`config.mk`:
```
export PLATFORM = sky130hd
export DESIGN_NAME = mem_bus_ctrl
export DESIGN_NICKNAME = d
export VERILOG_FILES = /design/src/rtl/mem_bus_ctrl.sv
export SDC_FILE = /design/constraint.sdc
export NUM_CORES = 1
export LEC_CHECK = 0
export CORE_MARGIN = 2
export CORE_UTILIZATION = 47
export CTS_CLUSTER_SIZE = 20
export DETAILED_ROUTE_END_ITERATION = 10
export GPL_ROUTABILITY_DRIVEN = 0
export PLACE_DENSITY = 0.86
export REMOVE_ABC_BUFFERS = 1
export SYNTH_ARGS = -nofsm -noshare
export SYNTH_HDL_FRONTEND = slang
export SYNTH_SLANG_ARGS = --single-unit
```
`constraint.sdc`:
```
create_clock -name clk -period 5 [get_ports clk]
set_input_delay 0.75 -clock clk [delete_from_list [all_inputs] [get_ports clk]]
set_output_delay 0.75 -clock clk [all_outputs]
set_load 0.02 [all_outputs]
```
`src/rtl/mem_bus_ctrl.sv`:
```
// mem_bus_ctrl: CPU memory-bus controller steering requests to on-chip RAM, LED and switch I/O.
// Define MEM_BUS_ERR_EN to build the sticky bus_err detector; otherwise bus_err is tied low.
module mem_bus_ctrl #(
    parameter int unsigned WAIT_STATES = 1,
    parameter logic [8:0]  LED_ADDR    = 9'h100,
    parameter logic [8:0]  SW_ADDR     = 9'h140
) (
    input  logic        clk,
    input  logic        reset,
    input  logic [1:0]  mem_cmd,
    input  logic [8:0]  mem_addr,
    input  logic [15:0] write_data,
    output logic [15:0] read_data,
    output logic        mem_ready,
    output logic [7:0]  ram_addr,
    output logic [15:0] ram_wdata,
    output logic        ram_we,
    input  logic [15:0] ram_rdata,
    input  logic [7:0]  sw,
    output logic [7:0]  led,
    output logic        bus_err
);
    localparam logic [1:0] CMD_WR = 2'b11;

    typedef enum logic [1:0] {IDLE, RAM_RD, WR, DONE} state_t;

    state_t      state;
    logic [8:0]  addr_q;
    logic [1:0]  cmd_q;
    logic [15:0] wdata_q;
    logic [2:0]  cnt;

    assign mem_ready = state == DONE;
    assign ram_we    = state == WR && cmd_q == CMD_WR && !addr_q[8];
    assign ram_addr  = addr_q[7:0];
    assign ram_wdata = wdata_q;

    always_ff @(posedge clk or negedge reset) begin
        if (!reset) begin
            state     <= IDLE;
            addr_q    <= '0;
            cmd_q     <= '0;
            wdata_q   <= '0;
            cnt       <= '0;
            read_data <= '0;
            led       <= '0;
        end else begin
            case (state)
                IDLE: if (mem_cmd[0]) begin
                    addr_q  <= mem_addr;
                    cmd_q   <= mem_cmd;
                    wdata_q <= write_data;
                    if (mem_cmd[1]) begin
                        state <= WR;
                    end else if (!mem_addr[8]) begin
                        state <= RAM_RD;
                        cnt   <= 3'(WAIT_STATES);
                    end else begin
                        // I/O reads complete on the accept edge; anything but the switches reads as zero
                        read_data <= mem_addr == SW_ADDR ? {8'h00, sw} : 16'h0000;
                        state     <= DONE;
                    end
                end
                RAM_RD: if (cnt == 3'd1) begin
                    read_data <= ram_rdata;
                    state     <= DONE;
                end else begin
                    cnt <= cnt - 3'd1;
                end
                WR: begin
                    if (cmd_q == CMD_WR && addr_q == LED_ADDR) led <= wdata_q[7:0];
                    state <= DONE;
                end
                default: state <= IDLE;
            endcase
        end
    end

`ifdef MEM_BUS_ERR_EN
    always_ff @(posedge clk or negedge reset) begin
        if (!reset)
            bus_err <= 1'b0;
        else if (state == IDLE && (mem_cmd == 2'b10 ||
                 (mem_cmd[0] && mem_addr[8] && mem_addr != (mem_cmd[1] ? LED_ADDR : SW_ADDR))))
            bus_err <= 1'b1;
    end
`else
    assign bus_err = 1'b0;
`endif
endmodule
```
## Word level (Yosys, flattened, before mapping)

Cells that the tools add are included.

- Register bits after elaboration: 56
- Word-level logic and storage cells: 48
- Input bits: 53
- Output and inout port bits: 51

- Muxes and demuxes: 16
- Add/sub/neg operators: 1
- Equality and inequality tests: 13
- Reduce and logical (&&, ||, !) cells: 11

Operators by type and width:

| operator | count |
|---|---|
| 2-to-1 mux 16 bit | 4 |
| one-hot mux 16 bit (2 select lines) | 1 |
| == test 9 bit (second input constant) | 2 |
| 2-to-1 mux 3 bit | 4 |
| != test 2 bit (second input constant) | 6 |
| AND reduction 5 bit | 2 |
| 2-to-1 mux 2 bit | 4 |
| 2-to-1 mux 8 bit | 1 |
| == test 2 bit (second input constant) | 3 |
| one-hot mux 2 bit (3 select lines) | 1 |
| one-hot mux 3 bit (2 select lines) | 1 |
| AND reduction 2 bit | 3 |
| == test 3 x 1 -> 1 bit (second input constant) | 1 |
| logical AND 1 bit | 3 |
| subtractor 3 x 1 -> 3 bit (second input constant) | 1 |
| == test 2 x 1 -> 1 bit (second input constant) | 1 |
| zero test 2 bit | 1 |
| nonzero test 2 bit | 1 |
| zero test 1 bit | 1 |

## Logic depth before layout (Yosys ltp)

Gate-level depths: netlist of run 1.

- Word-level depth: 6
- Mapped depth: 6
- Depth with buffers taken out: 5

## Worst setup path after synthesis of run 1

OpenSTA, ideal clock, no wires.

- Path kind: input-to-reg
- Start point: in mem_addr[8]
- End point: reg cnt[0]
- Arrival: 1595 ps
- Setup slack: 3265 ps
- Stages: 3
- Path buffers: 0
- Required time: 4860 ps
- Library setup time: 140 ps
- Path through: or3b_4 > a2111oi_0 > a211oi_1

- Longest elaborated chain between the ends: 2

RTL lines:

| item | RTL line | RTL |
|---|---|---|
| start: declaration | 11 | `input logic [8:0] mem_addr,` |
| != test 2 bit (no source line) | - |  |
| AND reduction 5 bit (no source line) | - |  |
| end signal: assignment | 57 | `cnt <= 3'(WAIT_STATES);` |
| end signal: assignment | 68 | `cnt <= cnt - 3'd1;` |
| end: declaration | 31 | `logic [2:0] cnt;` |

No other way between the ends.
A chain may end at the register's enable or synchronous reset.

## Worst setup path after layout of run 1

- Start point: reg state[0]
- End point: out ram_we

- Longest elaborated chain between the ends: 3

RTL lines:

| item | RTL line | RTL |
|---|---|---|
| start: declaration | 27 | `state_t state;` |
| start signal: assignment | 40 | `state <= IDLE;` |
| start signal: assignment | 54 | `state <= WR;` |
| start signal: assignment | 56 | `state <= RAM_RD;` |
| == test 2 bit | 34 | `assign ram_we = state == WR && cmd_q == CMD_WR && !addr_q[8];` |
| logical AND 1 bit (2 in a row) | 34 |  |
| end: declaration | 17 | `output logic ram_we,` |

No other way between the ends.

==> flow_summary.html, run 1 <==
<table>
<tr><th>Metric</th><th>Value</th></tr>
<tr><th colspan="2">Outcome</th></tr>
<tr><td>Result of the run</td><td>finished clean</td></tr>
<tr><th colspan="2">Clock tree</th></tr>
<tr><td>Number of buffers added for setup after CTS</td><td>0</td></tr>
<tr><td>CTS Hold Buffers Added</td><td>0</td></tr>
<tr><td>CTS Buf Count</td><td>5</td></tr>
<tr><td>Longest Clk Path Bufs</td><td>2</td></tr>
<tr><td>Reg clk slew, reported paths</td><td>100 ps</td></tr>
<tr><td>Latest clock arrival within the worst-skew pair</td><td>310 ps</td></tr>
<tr><td>Clk Tree Root Cell</td><td>sky130_fd_sc_hd__clkbuf_8</td></tr>
<tr><td>Max H-tree Level</td><td>2</td></tr>
<tr><td>TritonCTS clock tree</td><td>yes</td></tr>
<tr><td>Clock Sinks</td><td>56</td></tr>
<tr><td>PostCTS Resize Cnt</td><td>0</td></tr>
<tr><th colspan="2">Die</th></tr>
<tr><td>Area of the die</td><td>0.00613 mm^2</td></tr>
<tr><td>Die width</td><td>78.3 um</td></tr>
<tr><td>Io pins</td><td>104</td></tr>
<tr><td>Std cell rows</td><td>27</td></tr>
<tr><td>Initial Utilization</td><td>48.0%</td></tr>
<tr><td>Floorplan Core Area</td><td>0.00541 mm^2</td></tr>
<tr><td>Die span in y</td><td>78.3 um</td></tr>
<tr><th colspan="2">Yosys</th></tr>
<tr><td>Count leader, synth</td><td>sky130_fd_sc_hd__dfrtp_1</td></tr>
<tr><td>Number of enable-type register cells in the synthesized netlist</td><td>0</td></tr>
<tr><td>Share of synthesized flip-flops with an asynchronous set or reset</td><td>100%</td></tr>
<tr><td>Ys flop type</td><td>sky130_fd_sc_hd__dfrtp_1</td></tr>
<tr><td>Netlist area before placement</td><td>0.00259 mm^2</td></tr>
<tr><td>Dominant cell type by area after synthesis</td><td>sky130_fd_sc_hd__dfrtp_1</td></tr>
<tr><td>Gate count after technology mapping</td><td>202</td></tr>
<tr><td>Mean post-synth cell area</td><td>12.8 um^2</td></tr>
<tr><td>Synth Warn #</td><td>0</td></tr>
<tr><td>Sequential area share after synthesis</td><td>54.0%</td></tr>
<tr><td>Top cells by area, synth</td><td>sky130_fd_sc_hd__dfrtp_1 (54%), sky130_fd_sc_hd__mux2_2 (16%), sky130_fd_sc_hd__ha_1 (3.4%)</td></tr>
<tr><td>Cell types with the highest counts after synthesis</td><td>sky130_fd_sc_hd__dfrtp_1 (56), sky130_fd_sc_hd__mux2_2 (36), sky130_fd_sc_hd__inv_1 (14)</td></tr>
<tr><td>Area share of the largest cell type after synthesis</td><td>54.0%</td></tr>
<tr><td>Synthesized flop and latch total</td><td>56</td></tr>
<tr><td>Synth unique cells</td><td>38</td></tr>
<tr><th colspan="2">Detailed routing</th></tr>
<tr><td>Initial DRC Count</td><td>160</td></tr>
<tr><td>Number of nets with antenna violations after routing</td><td>0</td></tr>
<tr><td>Routed len/inst</td><td>16.0 um</td></tr>
<tr><td>DR vias</td><td>1998</td></tr>
<tr><td>DR DRC count</td><td>0</td></tr>
<tr><td>Vias per cell</td><td>5.40</td></tr>
<tr><td>Routed WL</td><td>5930 um</td></tr>
<tr><td>Detailed Routing Iterations Pass 1</td><td>4</td></tr>
<tr><th colspan="2">STA</th></tr>
<tr><td>Share of the clock period used by the worst path</td><td>51.6%</td></tr>
<tr><td>Actual transition at the worst max-transition pin</td><td>1100 ps</td></tr>
<tr><td>Final clock skew</td><td>7.95 ps</td></tr>
<tr><td>Final Critical Period</td><td>2580 ps</td></tr>
<tr><td>Final worst-path setup slack</td><td>2420 ps</td></tr>
<tr><td>Unrepaired setup endpoints after global routing</td><td>false</td></tr>
<tr><td>Final Hold Fails</td><td>0</td></tr>
<tr><td>Final Setup Violations</td><td>0</td></tr>
<tr><td>Max Freq</td><td>0.388 GHz</td></tr>
<tr><td>Final TNS setup</td><td>0 ps</td></tr>
<tr><td>Slew Limit Headroom</td><td>26.5%</td></tr>
<tr><td>Final Max Slew Viols</td><td>0</td></tr>
<tr><th colspan="2">Finish</th></tr>
<tr><td>Final core utilization</td><td>68.5%</td></tr>
<tr><td>Final Cell Area</td><td>0.00370 mm^2</td></tr>
<tr><td>Number of nets in the finished design</td><td>357</td></tr>
<tr><td>ANT cells</td><td>0</td></tr>
<tr><td>Fraction of layout instances using a drive strength above 1</td><td>20.1%</td></tr>
<tr><td>Area growth, synth to finish</td><td>42.6%</td></tr>
<tr><th colspan="2">Place</th></tr>
<tr><td>Count of buffers from port buffering</td><td>102</td></tr>
<tr><td>Setup WS pre-CTS</td><td>2370 ps</td></tr>
<tr><td>Final HPWL from detailed placement</td><td>4340 um</td></tr>
<tr><td>Placement-stage cell area</td><td>0.00360 mm^2</td></tr>
<tr><th colspan="2">Power and ir drop</th></tr>
<tr><td>Pleak</td><td>1.58 nW</td></tr>
<tr><td>Cell Pwr Density</td><td>596 mW/mm^2</td></tr>
<tr><td>Overall power</td><td>0.00221 W</td></tr>
<tr><td>Peak ir drop on the vdd network</td><td>0.000338 V</td></tr>
<tr><th colspan="2">Global routing</th></tr>
<tr><td>Wire length of the first global-routing pass</td><td>9710 um</td></tr>
<tr><td>Overall Global Routing Usage</td><td>20.2%</td></tr>
<tr><td>Initial antenna violation count</td><td>0</td></tr>
<tr><td>Residual overflow from global routing</td><td>0</td></tr>
<tr><td>Largest net degree at the start of global routing</td><td>57</td></tr>
<tr><td>Number of global-route vias before repair</td><td>1910</td></tr>
<tr><th colspan="2">Critical path</th></tr>
<tr><td>Worst flop-to-flop path endpoint</td><td>addr_q[1]</td></tr>
<tr><td>Critical-path top delay cell</td><td>sky130_fd_sc_hd__clkdlybuf4s50_1</td></tr>
<tr><td>CP arrival</td><td>1830 ps</td></tr>
<tr><td>Critical path required time</td><td>4250 ps</td></tr>
<tr><td>CP max FO</td><td>5</td></tr>
<tr><td>Largest delay contributor family on the critical path</td><td>buffers and inverters</td></tr>
<tr><td>Crit path buf inv count</td><td>2</td></tr>
<tr><td>FF-to-FF Start</td><td>state[1]</td></tr>
<tr><td>Critical Path End Type</td><td>output pin</td></tr>
<tr><td>Classification of the worst setup path</td><td>flop to output pin</td></tr>
<tr><td>Internal reg-to-reg setup slack</td><td>2620 ps</td></tr>
<tr><td>Crit path largest cell delay</td><td>640 ps</td></tr>
<tr><td>Cell Chain, Critical Path</td><td>inv_1 &gt; ha_1 &gt; nand3_1 &gt; nor2_1 &gt; clkdlybuf4s50_1</td></tr>
<tr><td>Category of the worst setup path launch point</td><td>flop</td></tr>
<tr><td>Depth of the worst register-to-register path</td><td>4</td></tr>
<tr><th colspan="2">Min path</th></tr>
<tr><td>Hold path depth</td><td>1</td></tr>
<tr><td>Worst min-delay path startpoint</td><td>cmd_q[0]</td></tr>
<tr><td>Worst Hold Class</td><td>flop to flop</td></tr>
<tr><td>Hold endpoint</td><td>cmd_q[0]</td></tr>
<tr><th colspan="2">Job</th></tr>
<tr><td>Max Cap Violations</td><td>0</td></tr>
</table>
## logic make-up (layout without fill, tap and decap cells)
group                      after synthesis  in the layout  synth area share (%)
AOI/OAI and AO/OA                       38             38                  11.5
adders and majority gates                7              7                  3.37
buffers and inverters                   29            125                  6.03
DFF                                     56             56                  54.0
muxes                                   36             36                  15.6
other                                    1              1                 0.145
and+or+nand+nor                         35             35                  9.35
## placed cells by master, fill, tap and decap left out, types with 4 or more instances in the layout
master,instances
sky130_fd_sc_hd__mux2_2,36
sky130_fd_sc_hd__dfrtp_1,56
sky130_fd_sc_hd__ha_1,7
sky130_fd_sc_hd__a32oi_1,8
sky130_fd_sc_hd__clkdlybuf4s50_1,101
sky130_fd_sc_hd__clkbuf_8,6
sky130_fd_sc_hd__nand4_1,8
sky130_fd_sc_hd__inv_1,14
sky130_fd_sc_hd__o21ai_0,9
sky130_fd_sc_hd__nor2b_1,4
sky130_fd_sc_hd__a22o_2,7
sky130_fd_sc_hd__a21oi_1,4
sky130_fd_sc_hd__nor2_1,4
## through the flow
step                      hold slack [ps]  cells
after detailed placement              478    362
after global routing                  535    370
after floorplan                       436    187
final                                 497    370
after global placement                450    362
after CTS                             500    370
## metal layers
metal,global-route usage (%),share of wire (%),up-vias,wire length (um)
met2,33.2,50,81,2950
met5,0,0,-,0
li1,-,-,919,-
met4,6.49,1.9,0,112
met3,3.79,5.5,12,324
met1,27.3,43,986,2540
## cell type report
class	instances	area, um^2
Tap cell	72	90.1
Timing Repair Buffer	103	1020
Multi-Input combinational cell	117	1040
Sequential cell	56	1400
Clock buffer	6	82.6
Fill cell	434	1700
Clock inverter	2	13.8
Inverter	14	52.6
## worst max path at each step
stage	cells after the start	end	from
global route	5	ram_we	state[0]
detailed placement	3	ram_wdata[12]	mem_cmd[0]
floorplan	4	addr_q[0]	state[0]
finish	5	ram_we	state[0]
CTS	5	ram_we	state[0]
global placement	3	ram_wdata[2]	mem_cmd[0]
## power by group
part           total [W]  internal, W  switching [W]
Sequential      0.000769     0.000646       0.000123
Combinational    0.00117     0.000592       0.000582
Clock           0.000263     0.000114       0.000149
Total            0.00221      0.00135       0.000854
## registers in the layout, summed over array words and instances (netlist names)
register   flops
cnt            3
led            8
cmd_q          2
read_data     16
addr_q         9
ram_wdata     16
state          2
## worst reg2reg max path, delay by kind of cell, from the launching register on
kind                     cells  cell delay (ps)
flip-flops                   1              450
adder cells (fa/ha/maj)      1              420
multiplexers                 1              540
buffers and inverters        1              100
AND/OR/NAND/NOR              1              760
Note: power is estimated with default switching activity, not from simulation.
==> inputs of run 2 (changes only) <==
--- a/config.mk
+++ b/config.mk
@@ -6,11 +6,11 @@
 export NUM_CORES = 1
 export LEC_CHECK = 0
 export CORE_MARGIN = 2
-export CORE_UTILIZATION = 47
+export CORE_UTILIZATION = 43
 export CTS_CLUSTER_SIZE = 20
 export DETAILED_ROUTE_END_ITERATION = 10
 export GPL_ROUTABILITY_DRIVEN = 0
-export PLACE_DENSITY = 0.86
+export PLACE_DENSITY = 0.8
 export REMOVE_ABC_BUFFERS = 1
 export SYNTH_ARGS = -nofsm -noshare
 export SYNTH_HDL_FRONTEND = slang
==> constraint.sdc (replaced) <==
create_clock -name clk -period 2.46 [get_ports clk]
set_input_delay 0.369 -clock clk [delete_from_list [all_inputs] [get_ports clk]]
set_output_delay 0.369 -clock clk [all_outputs]
set_load 0.02 [all_outputs]
==> flow_summary.html, run 2 (same netlist as run 1, synthesis figures left out) <==
<table>
<tr><th>Metric</th><th>Value</th></tr>
<tr><th colspan="2">Outcome</th></tr>
<tr><td>Result of the run</td><td>finished clean (unchanged)</td></tr>
<tr><th colspan="2">STA</th></tr>
<tr><td>Final clock skew</td><td>10.5 ps (was 7.95 ps)</td></tr>
<tr><td>Share of the clock period used by the worst path</td><td>87.6%</td></tr>
<tr><td>Final Hold Fails</td><td>0 (unchanged)</td></tr>
<tr><td>Final Setup Violations</td><td>0 (unchanged)</td></tr>
<tr><td>Final Critical Period</td><td>2160 ps</td></tr>
<tr><td>Max Freq</td><td>0.464 GHz</td></tr>
<tr><td>Final TNS setup</td><td>0 ps (unchanged)</td></tr>
<tr><td>Unrepaired setup endpoints after global routing</td><td>false (unchanged)</td></tr>
<tr><td>Slew Limit Headroom</td><td>56.9% (was 26.5%)</td></tr>
<tr><td>Final Max Slew Viols</td><td>0 (unchanged)</td></tr>
<tr><td>Actual transition at the worst max-transition pin</td><td>646 ps (was 1100 ps)</td></tr>
<tr><th colspan="2">Die</th></tr>
<tr><td>Std cell rows</td><td>28 (was 27)</td></tr>
<tr><td>Io pins</td><td>104 (unchanged)</td></tr>
<tr><td>Initial Utilization</td><td>44.1% (was 48.0%)</td></tr>
<tr><td>Floorplan Core Area</td><td>0.00589 mm^2 (was 0.00541 mm^2)</td></tr>
<tr><td>Area of the die</td><td>0.00667 mm^2 (was 0.00613 mm^2)</td></tr>
<tr><td>Die span in y</td><td>81.7 um (was 78.3 um)</td></tr>
<tr><td>Die width</td><td>81.7 um (was 78.3 um)</td></tr>
<tr><th colspan="2">Clock tree</th></tr>
<tr><td>Clk Tree Root Cell</td><td>sky130_fd_sc_hd__clkbuf_8 (unchanged)</td></tr>
<tr><td>Longest Clk Path Bufs</td><td>2 (unchanged)</td></tr>
<tr><td>Number of buffers added for setup after CTS</td><td>0 (unchanged)</td></tr>
<tr><td>TritonCTS clock tree</td><td>yes (unchanged)</td></tr>
<tr><td>Latest clock arrival within the worst-skew pair</td><td>310 ps (about the same)</td></tr>
<tr><td>Max H-tree Level</td><td>2 (unchanged)</td></tr>
<tr><td>CTS Hold Buffers Added</td><td>0 (unchanged)</td></tr>
<tr><td>Clock Sinks</td><td>56 (unchanged)</td></tr>
<tr><td>Reg clk slew, reported paths</td><td>100 ps (about the same)</td></tr>
<tr><td>CTS Buf Count</td><td>5 (unchanged)</td></tr>
<tr><td>PostCTS Resize Cnt</td><td>0 (unchanged)</td></tr>
<tr><th colspan="2">Finish</th></tr>
<tr><td>Commonest non-fill, non-tap cell in the layout</td><td>sky130_fd_sc_hd__clkdlybuf4s50_1 (unchanged)</td></tr>
<tr><td>Area growth, synth to finish</td><td>43.9% (was 42.6%)</td></tr>
<tr><td>Number of nets in the finished design</td><td>361 (was 357)</td></tr>
<tr><td>Fraction of layout instances using a drive strength above 1</td><td>21.2% (was 20.1%)</td></tr>
<tr><td>Most frequent cells in the layout</td><td>sky130_fd_sc_hd__clkdlybuf4s50_1 (101), sky130_fd_sc_hd__dfrtp_1 (56), sky130_fd_sc_hd__mux2_2 (36), sky130_fd_sc_hd__inv_1 (14), sky130_fd_sc_hd__o21ai_0 (9) (unchanged)</td></tr>
<tr><td>ANT cells</td><td>0 (unchanged)</td></tr>
<tr><th colspan="2">Critical path</th></tr>
<tr><td>Critical-path top delay cell</td><td>sky130_fd_sc_hd__clkdlybuf4s50_1 (unchanged)</td></tr>
<tr><td>Internal reg-to-reg setup slack</td><td>350 ps (was 2620 ps)</td></tr>
<tr><td>Category of the worst setup path launch point</td><td>flop (unchanged)</td></tr>
<tr><td>Classification of the worst setup path</td><td>flop to output pin (unchanged)</td></tr>
<tr><td>Critical Path End Type</td><td>output pin (unchanged)</td></tr>
<tr><td>CP arrival</td><td>1790 ps (was 1830 ps)</td></tr>
<tr><td>Largest delay contributor family on the critical path</td><td>buffers and inverters (unchanged)</td></tr>
<tr><td>Crit path largest cell delay</td><td>620 ps (was 640 ps)</td></tr>
<tr><td>Critical path required time</td><td>2090 ps (was 4250 ps)</td></tr>
<tr><td>CP max FO</td><td>5 (unchanged)</td></tr>
<tr><td>Crit path buf inv count</td><td>2 (unchanged)</td></tr>
<tr><td>Cell Chain, Critical Path</td><td>inv_1 &gt; ha_1 &gt; nand3_1 &gt; nor2_1 &gt; clkdlybuf4s50_1 (unchanged)</td></tr>
<tr><th colspan="2">Global routing</th></tr>
<tr><td>Met2 Usage GRT</td><td>32.0% (was 33.2%)</td></tr>
<tr><td>Number of global-route vias before repair</td><td>1976 (was 1910)</td></tr>
<tr><td>Residual overflow from global routing</td><td>0 (unchanged)</td></tr>
<tr><td>Global Route met3 Usage</td><td>4.51% (was 3.79%)</td></tr>
<tr><td>Wire length of the first global-routing pass</td><td>9340 um (was 9710 um)</td></tr>
<tr><td>Busiest grt layer</td><td>met2 (unchanged)</td></tr>
<tr><td>Initial antenna violation count</td><td>0 (unchanged)</td></tr>
<tr><td>Overall Global Routing Usage</td><td>18.4% (was 20.2%)</td></tr>
<tr><td>Largest net degree at the start of global routing</td><td>30 (was 57)</td></tr>
<tr><td>Met1 routing resource usage after global routing</td><td>23.4% (was 27.3%)</td></tr>
<tr><th colspan="2">Detailed routing</th></tr>
<tr><td>DR DRC count</td><td>0 (unchanged)</td></tr>
<tr><td>Detailed Routing Iterations Pass 1</td><td>4 (unchanged)</td></tr>
<tr><td>DR vias</td><td>1975 (was 1998)</td></tr>
<tr><td>Vias per cell</td><td>5.24 (was 5.40)</td></tr>
<tr><td>Routed WL</td><td>5960 um (was 5930 um)</td></tr>
<tr><td>Routed len/inst</td><td>15.8 um (was 16.0 um)</td></tr>
<tr><td>Initial DRC Count</td><td>72 (was 160)</td></tr>
<tr><td>Number of nets with antenna violations after routing</td><td>0 (unchanged)</td></tr>
<tr><th colspan="2">Power and ir drop</th></tr>
<tr><td>Share of total power in the clock network</td><td>11.6% (was 11.9%)</td></tr>
<tr><td>Sw power</td><td>0.00171 W (was 0.000854 W)</td></tr>
<tr><td>P_int</td><td>0.00275 W (was 0.00135 W)</td></tr>
<tr><td>Overall power</td><td>0.00446 W (was 0.00221 W)</td></tr>
<tr><td>Gate power share</td><td>53.5% (was 53.2%)</td></tr>
<tr><td>Peak ir drop on the vdd network</td><td>0.000655 V (was 0.000338 V)</td></tr>
<tr><td>Share of total power in sequential cells</td><td>35.0% (was 34.9%)</td></tr>
<tr><td>Sw Ratio</td><td>38.3% (was 38.7%)</td></tr>
<tr><td>Pleak</td><td>1.60 nW (was 1.58 nW)</td></tr>
<tr><td>Cell Pwr Density</td><td>1190 mW/mm^2 (was 596 mW/mm^2)</td></tr>
<tr><th colspan="2">Job</th></tr>
<tr><td>Max Cap Violations</td><td>0 (unchanged)</td></tr>
<tr><th colspan="2">Place</th></tr>
<tr><td>Count of buffers from port buffering</td><td>102 (unchanged)</td></tr>
<tr><td>Final HPWL from detailed placement</td><td>4500 um (was 4340 um)</td></tr>
<tr><th colspan="2">Min path</th></tr>
<tr><td>Worst Hold Class</td><td>input pin to asynchronous set/reset pin (was flop to flop)</td></tr>
</table>
## run 2: changes by cell type in the layout (fill, tap and decap cells not counted), sizes merged
cell / change
buf: +4
## run 2: path summary, 6_finish.rpt
path | start | end | cells after the start
setup / recovery | state[0] | ram_we | 5
hold / removal | reset | led[4] | 1
setup reg to reg | state[0] | read_data[8] | 5
hold reg to reg | cmd_q[0] | cmd_q[0] | 1
max in group asynchronous | reset | addr_q[7] | 2
min in group clk | cmd_q[0] | cmd_q[0] | 1
## run 2: area by class of cell
class | instances | area [um^2]
timing repair buffer | 107 | 1050
tap | 75 | 93.8
fill | 486 | 2150
clock inverter | 2 | 13.8
sequential | 56 | 1400
multi-input combinational | 117 | 1040
clock buffer | 6 | 82.6
inverter | 14 | 52.6
## run 2: metrics by stage
stage	std cells	hold WS [ps]	util, %	instance area [um^2]	setup WS [ps]
6_report	377	86.7	63.5	3730	304
5_1_grt	377	115	63.5	3730	163
4_1_cts	377	99.9	63.5	3730	261
3_5_place_dp	369	431	61.8	3640	384
3_3_place_gp	369	431	61.8	3640	444
2_1_floorplan	187	73.4	-	2490	514
## run 2: power by group through the flow
| stage | Combinational (W) | Sequential (W) | Clock, W |
|---|---|---|---|
| 5_1_grt | 0.00258 | 0.00162 | 0.000582 |
| 4_1_cts | 0.00241 | 0.00156 | 0.000538 |
| 3_3_place_gp | 0.00234 | 0.00156 | 0 |
| 3_5_place_dp | 0.00240 | 0.00158 | 0 |
| 2_1_floorplan | 0.000963 | 0.00195 | 0 |
| 6_report | 0.00238 | 0.00156 | 0.000516 |
## run 2: per-layer routing
metal	vias to the layer above	wire length, um
li1	929	-
met1	975	2570
met2	65	3020
met3	6	321
met4	0	42
met5	-	0
==> inputs of run 3 (changes only) <==
==> constraint.sdc (replaced) <==
create_clock -name clk -period 2.46 [get_ports clk]
set_input_delay 0.492 -clock clk [delete_from_list [all_inputs] [get_ports clk]]
set_output_delay 0.492 -clock clk [all_outputs]
set_load 0.02 [all_outputs]
==> flow_summary.html, run 3 (same netlist as run 1, synthesis figures left out) <==
<table>
<tr><th>Metric</th><th>Value</th></tr>
<tr><th colspan="2">Power and ir drop</th></tr>
<tr><td>Peak ir drop on the vdd network</td><td>0.000717 V (was 0.000655 V)</td></tr>
<tr><td>Pleak</td><td>1.61 nW (was 1.60 nW)</td></tr>
<tr><td>Cell Pwr Density</td><td>1210 mW/mm^2 (was 1190 mW/mm^2)</td></tr>
<tr><td>Overall power</td><td>0.00453 W (was 0.00446 W)</td></tr>
<tr><th colspan="2">Detailed routing</th></tr>
<tr><td>Number of nets with antenna violations after routing</td><td>0 (unchanged)</td></tr>
<tr><td>Vias per cell</td><td>5.23 (was 5.24)</td></tr>
<tr><td>Routed WL</td><td>5990 um (was 5960 um)</td></tr>
<tr><td>DR vias</td><td>1970 (was 1975)</td></tr>
<tr><td>DR DRC count</td><td>0 (unchanged)</td></tr>
<tr><td>Detailed Routing Iterations Pass 1</td><td>4 (unchanged)</td></tr>
<tr><td>Initial DRC Count</td><td>125 (was 72)</td></tr>
<tr><td>Routed len/inst</td><td>15.9 um (was 15.8 um)</td></tr>
<tr><th colspan="2">Critical path</th></tr>
<tr><td>Crit path buf inv count</td><td>2 (unchanged)</td></tr>
<tr><td>Total number of cells along the worst setup path</td><td>5 (unchanged)</td></tr>
<tr><td>CP arrival</td><td>1760 ps (was 1790 ps)</td></tr>
<tr><td>Cell Chain, Critical Path</td><td>inv_1 &gt; ha_1 &gt; nand3_1 &gt; nor2_1 &gt; clkdlybuf4s50_1 (unchanged)</td></tr>
<tr><td>Crit path largest cell delay</td><td>620 ps (about the same)</td></tr>
<tr><td>Classification of the worst setup path</td><td>flop to output pin (unchanged)</td></tr>
<tr><td>CP max FO</td><td>5 (unchanged)</td></tr>
<tr><td>Depth of the worst register-to-register path</td><td>5 (unchanged)</td></tr>
<tr><td>Critical path required time</td><td>1970 ps (was 2090 ps)</td></tr>
<tr><td>Category of the worst setup path launch point</td><td>flop (unchanged)</td></tr>
<tr><td>Critical-path top delay cell</td><td>sky130_fd_sc_hd__clkdlybuf4s50_1 (unchanged)</td></tr>
<tr><td>Largest delay contributor family on the critical path</td><td>buffers and inverters (unchanged)</td></tr>
<tr><td>Critical Path End Type</td><td>output pin (unchanged)</td></tr>
<tr><th colspan="2">STA</th></tr>
<tr><td>Final clock skew</td><td>5.48 ps (was 10.5 ps)</td></tr>
<tr><td>Final TNS setup</td><td>0 ps (unchanged)</td></tr>
<tr><td>Final Max Slew Viols</td><td>0 (unchanged)</td></tr>
<tr><td>Unrepaired setup endpoints after global routing</td><td>false (unchanged)</td></tr>
<tr><td>Share of the clock period used by the worst path</td><td>91.6% (was 87.6%)</td></tr>
<tr><td>Max Freq</td><td>0.444 GHz (was 0.464 GHz)</td></tr>
<tr><td>Smallest hold slack</td><td>187 ps (was 86.7 ps)</td></tr>
<tr><td>Final Setup Violations</td><td>0 (unchanged)</td></tr>
<tr><td>Slew Limit Headroom</td><td>60.9% (was 56.9%)</td></tr>
<tr><td>Final Hold Fails</td><td>0 (unchanged)</td></tr>
<tr><td>Actual transition at the worst max-transition pin</td><td>586 ps (was 646 ps)</td></tr>
<tr><td>Final Critical Period</td><td>2250 ps (was 2160 ps)</td></tr>
<tr><th colspan="2">Global routing</th></tr>
<tr><td>Wire length of the first global-routing pass</td><td>9180 um (was 9340 um)</td></tr>
<tr><td>Initial antenna violation count</td><td>0 (unchanged)</td></tr>
<tr><td>Overall Global Routing Usage</td><td>18.1% (was 18.4%)</td></tr>
<tr><td>Number of global-route vias before repair</td><td>1903 (was 1976)</td></tr>
<tr><td>Residual overflow from global routing</td><td>0 (unchanged)</td></tr>
<tr><td>Largest net degree at the start of global routing</td><td>28 (was 30)</td></tr>
<tr><th colspan="2">Die</th></tr>
<tr><td>Die span in y</td><td>81.7 um (unchanged)</td></tr>
<tr><td>Area of the die</td><td>0.00667 mm^2 (unchanged)</td></tr>
<tr><td>Initial Utilization</td><td>44.1% (unchanged)</td></tr>
<tr><td>Die width</td><td>81.7 um (unchanged)</td></tr>
<tr><td>Io pins</td><td>104 (unchanged)</td></tr>
<tr><td>Floorplan Core Area</td><td>0.00589 mm^2 (unchanged)</td></tr>
<tr><td>Std cell rows</td><td>28 (unchanged)</td></tr>
<tr><th colspan="2">Finish</th></tr>
<tr><td>Number of inserted filler cells in the final layout</td><td>468 (was 486)</td></tr>
<tr><td>Number of nets in the finished design</td><td>363 (was 361)</td></tr>
<tr><td>Most frequent cells in the layout</td><td>sky130_fd_sc_hd__clkdlybuf4s50_1 (101), sky130_fd_sc_hd__dfrtp_1 (56), sky130_fd_sc_hd__mux2_2 (36), sky130_fd_sc_hd__inv_1 (14), sky130_fd_sc_hd__o21ai_0 (9) (unchanged)</td></tr>
<tr><td>Area growth, synth to finish</td><td>44.6% (was 43.9%)</td></tr>
<tr><td>Fraction of layout instances using a drive strength above 1</td><td>21.2% (unchanged)</td></tr>
<tr><td>Commonest non-fill, non-tap cell in the layout</td><td>sky130_fd_sc_hd__clkdlybuf4s50_1 (unchanged)</td></tr>
<tr><td>ANT cells</td><td>0 (unchanged)</td></tr>
<tr><th colspan="2">Clock tree</th></tr>
<tr><td>Number of buffers added for setup after CTS</td><td>0 (unchanged)</td></tr>
<tr><td>CTS Hold Buffers Added</td><td>0 (unchanged)</td></tr>
<tr><td>Clk Tree Root Cell</td><td>sky130_fd_sc_hd__clkbuf_8 (unchanged)</td></tr>
<tr><td>PostCTS Resize Cnt</td><td>0 (unchanged)</td></tr>
<tr><td>Clock Sinks</td><td>56 (unchanged)</td></tr>
<tr><td>CTS Buf Count</td><td>5 (unchanged)</td></tr>
<tr><td>TritonCTS clock tree</td><td>yes (unchanged)</td></tr>
<tr><td>Reg clk slew, reported paths</td><td>90 ps (was 100 ps)</td></tr>
<tr><td>Latest clock arrival within the worst-skew pair</td><td>300 ps (was 310 ps)</td></tr>
<tr><td>Max H-tree Level</td><td>2 (unchanged)</td></tr>
<tr><td>Longest Clk Path Bufs</td><td>2 (unchanged)</td></tr>
<tr><th colspan="2">Outcome</th></tr>
<tr><td>Result of the run</td><td>finished clean (unchanged)</td></tr>
<tr><th colspan="2">Job</th></tr>
<tr><td>Max Cap Violations</td><td>0 (unchanged)</td></tr>
<tr><th colspan="2">Place</th></tr>
<tr><td>Count of buffers from port buffering</td><td>102 (unchanged)</td></tr>
<tr><td>Final HPWL from detailed placement</td><td>4390 um (was 4500 um)</td></tr>
<tr><th colspan="2">Min path</th></tr>
<tr><td>Worst Hold Class</td><td>input pin to asynchronous set/reset pin (unchanged)</td></tr>
</table>
[run 3: power by group]
part	switching, W	internal (W)	total (W)
logic	0.00118	0.00122	0.00240
registers	0.000255	0.00131	0.00157
clock network	0.000269	0.000293	0.000562
total	0.00170	0.00283	0.00453
[run 3: area by class of cell]
class	count	area, um^2	share of cell area [%]
Inverter	14	52.6	1.40
Clock inverter	1	30.0	0.800
Multi-Input combinational cell	117	1040	27.6
Clock buffer	5	68.8	1.83
Sequential cell	56	1400	37.3
Tap cell	75	93.8	2.50
Timing Repair Buffer	109	1070	28.5
[run 3: final timing paths]
| kind | start | end | slack [ps] |
|---|---|---|---|
| min | reset | led[7] | 190 |
| max reg2reg | state[0] | read_data[9] | 430 |
| min reg2reg | cmd_q[0] | cmd_q[0] | 480 |
| max in group asynchronous | reset | addr_q[1] | 1610 |
| max | state[0] | ram_we | 210 |
| min in group clk | cmd_q[0] | cmd_q[0] | 480 |
[run 3: routing by layer]
metal	up-vias	share of wire [%]	GRT usage, %
li1	928	-	-
met1	966	43	23.7
met2	70	49	30.4
met3	6	6.2	4.07
met4	0	1.0	4.50
met5	-	0	0
[run 3: worst register-to-register path: stages (launching register included)]
cell and delay, ps:
sky130_fd_sc_hd__dfrtp_1 440, sky130_fd_sc_hd__inv_1 100, sky130_fd_sc_hd__ha_1 440, sky130_fd_sc_hd__nand4b_1 250, sky130_fd_sc_hd__a22o_2 400, sky130_fd_sc_hd__a22o_2 300
[run 3: through the flow]
step / util, % / cell area [um^2] / worst slack, ps / instances
2_1_floorplan: - / 2490 / 514 / 187
3_3_place_gp: 62.1 / 3650 / 414 / 371
3_5_place_dp: 62.1 / 3650 / 364 / 371
4_1_cts: 63.8 / 3750 / 171 / 377
5_1_grt: 63.8 / 3750 / 72.6 / 377
6_report: 63.8 / 3750 / 208 / 377
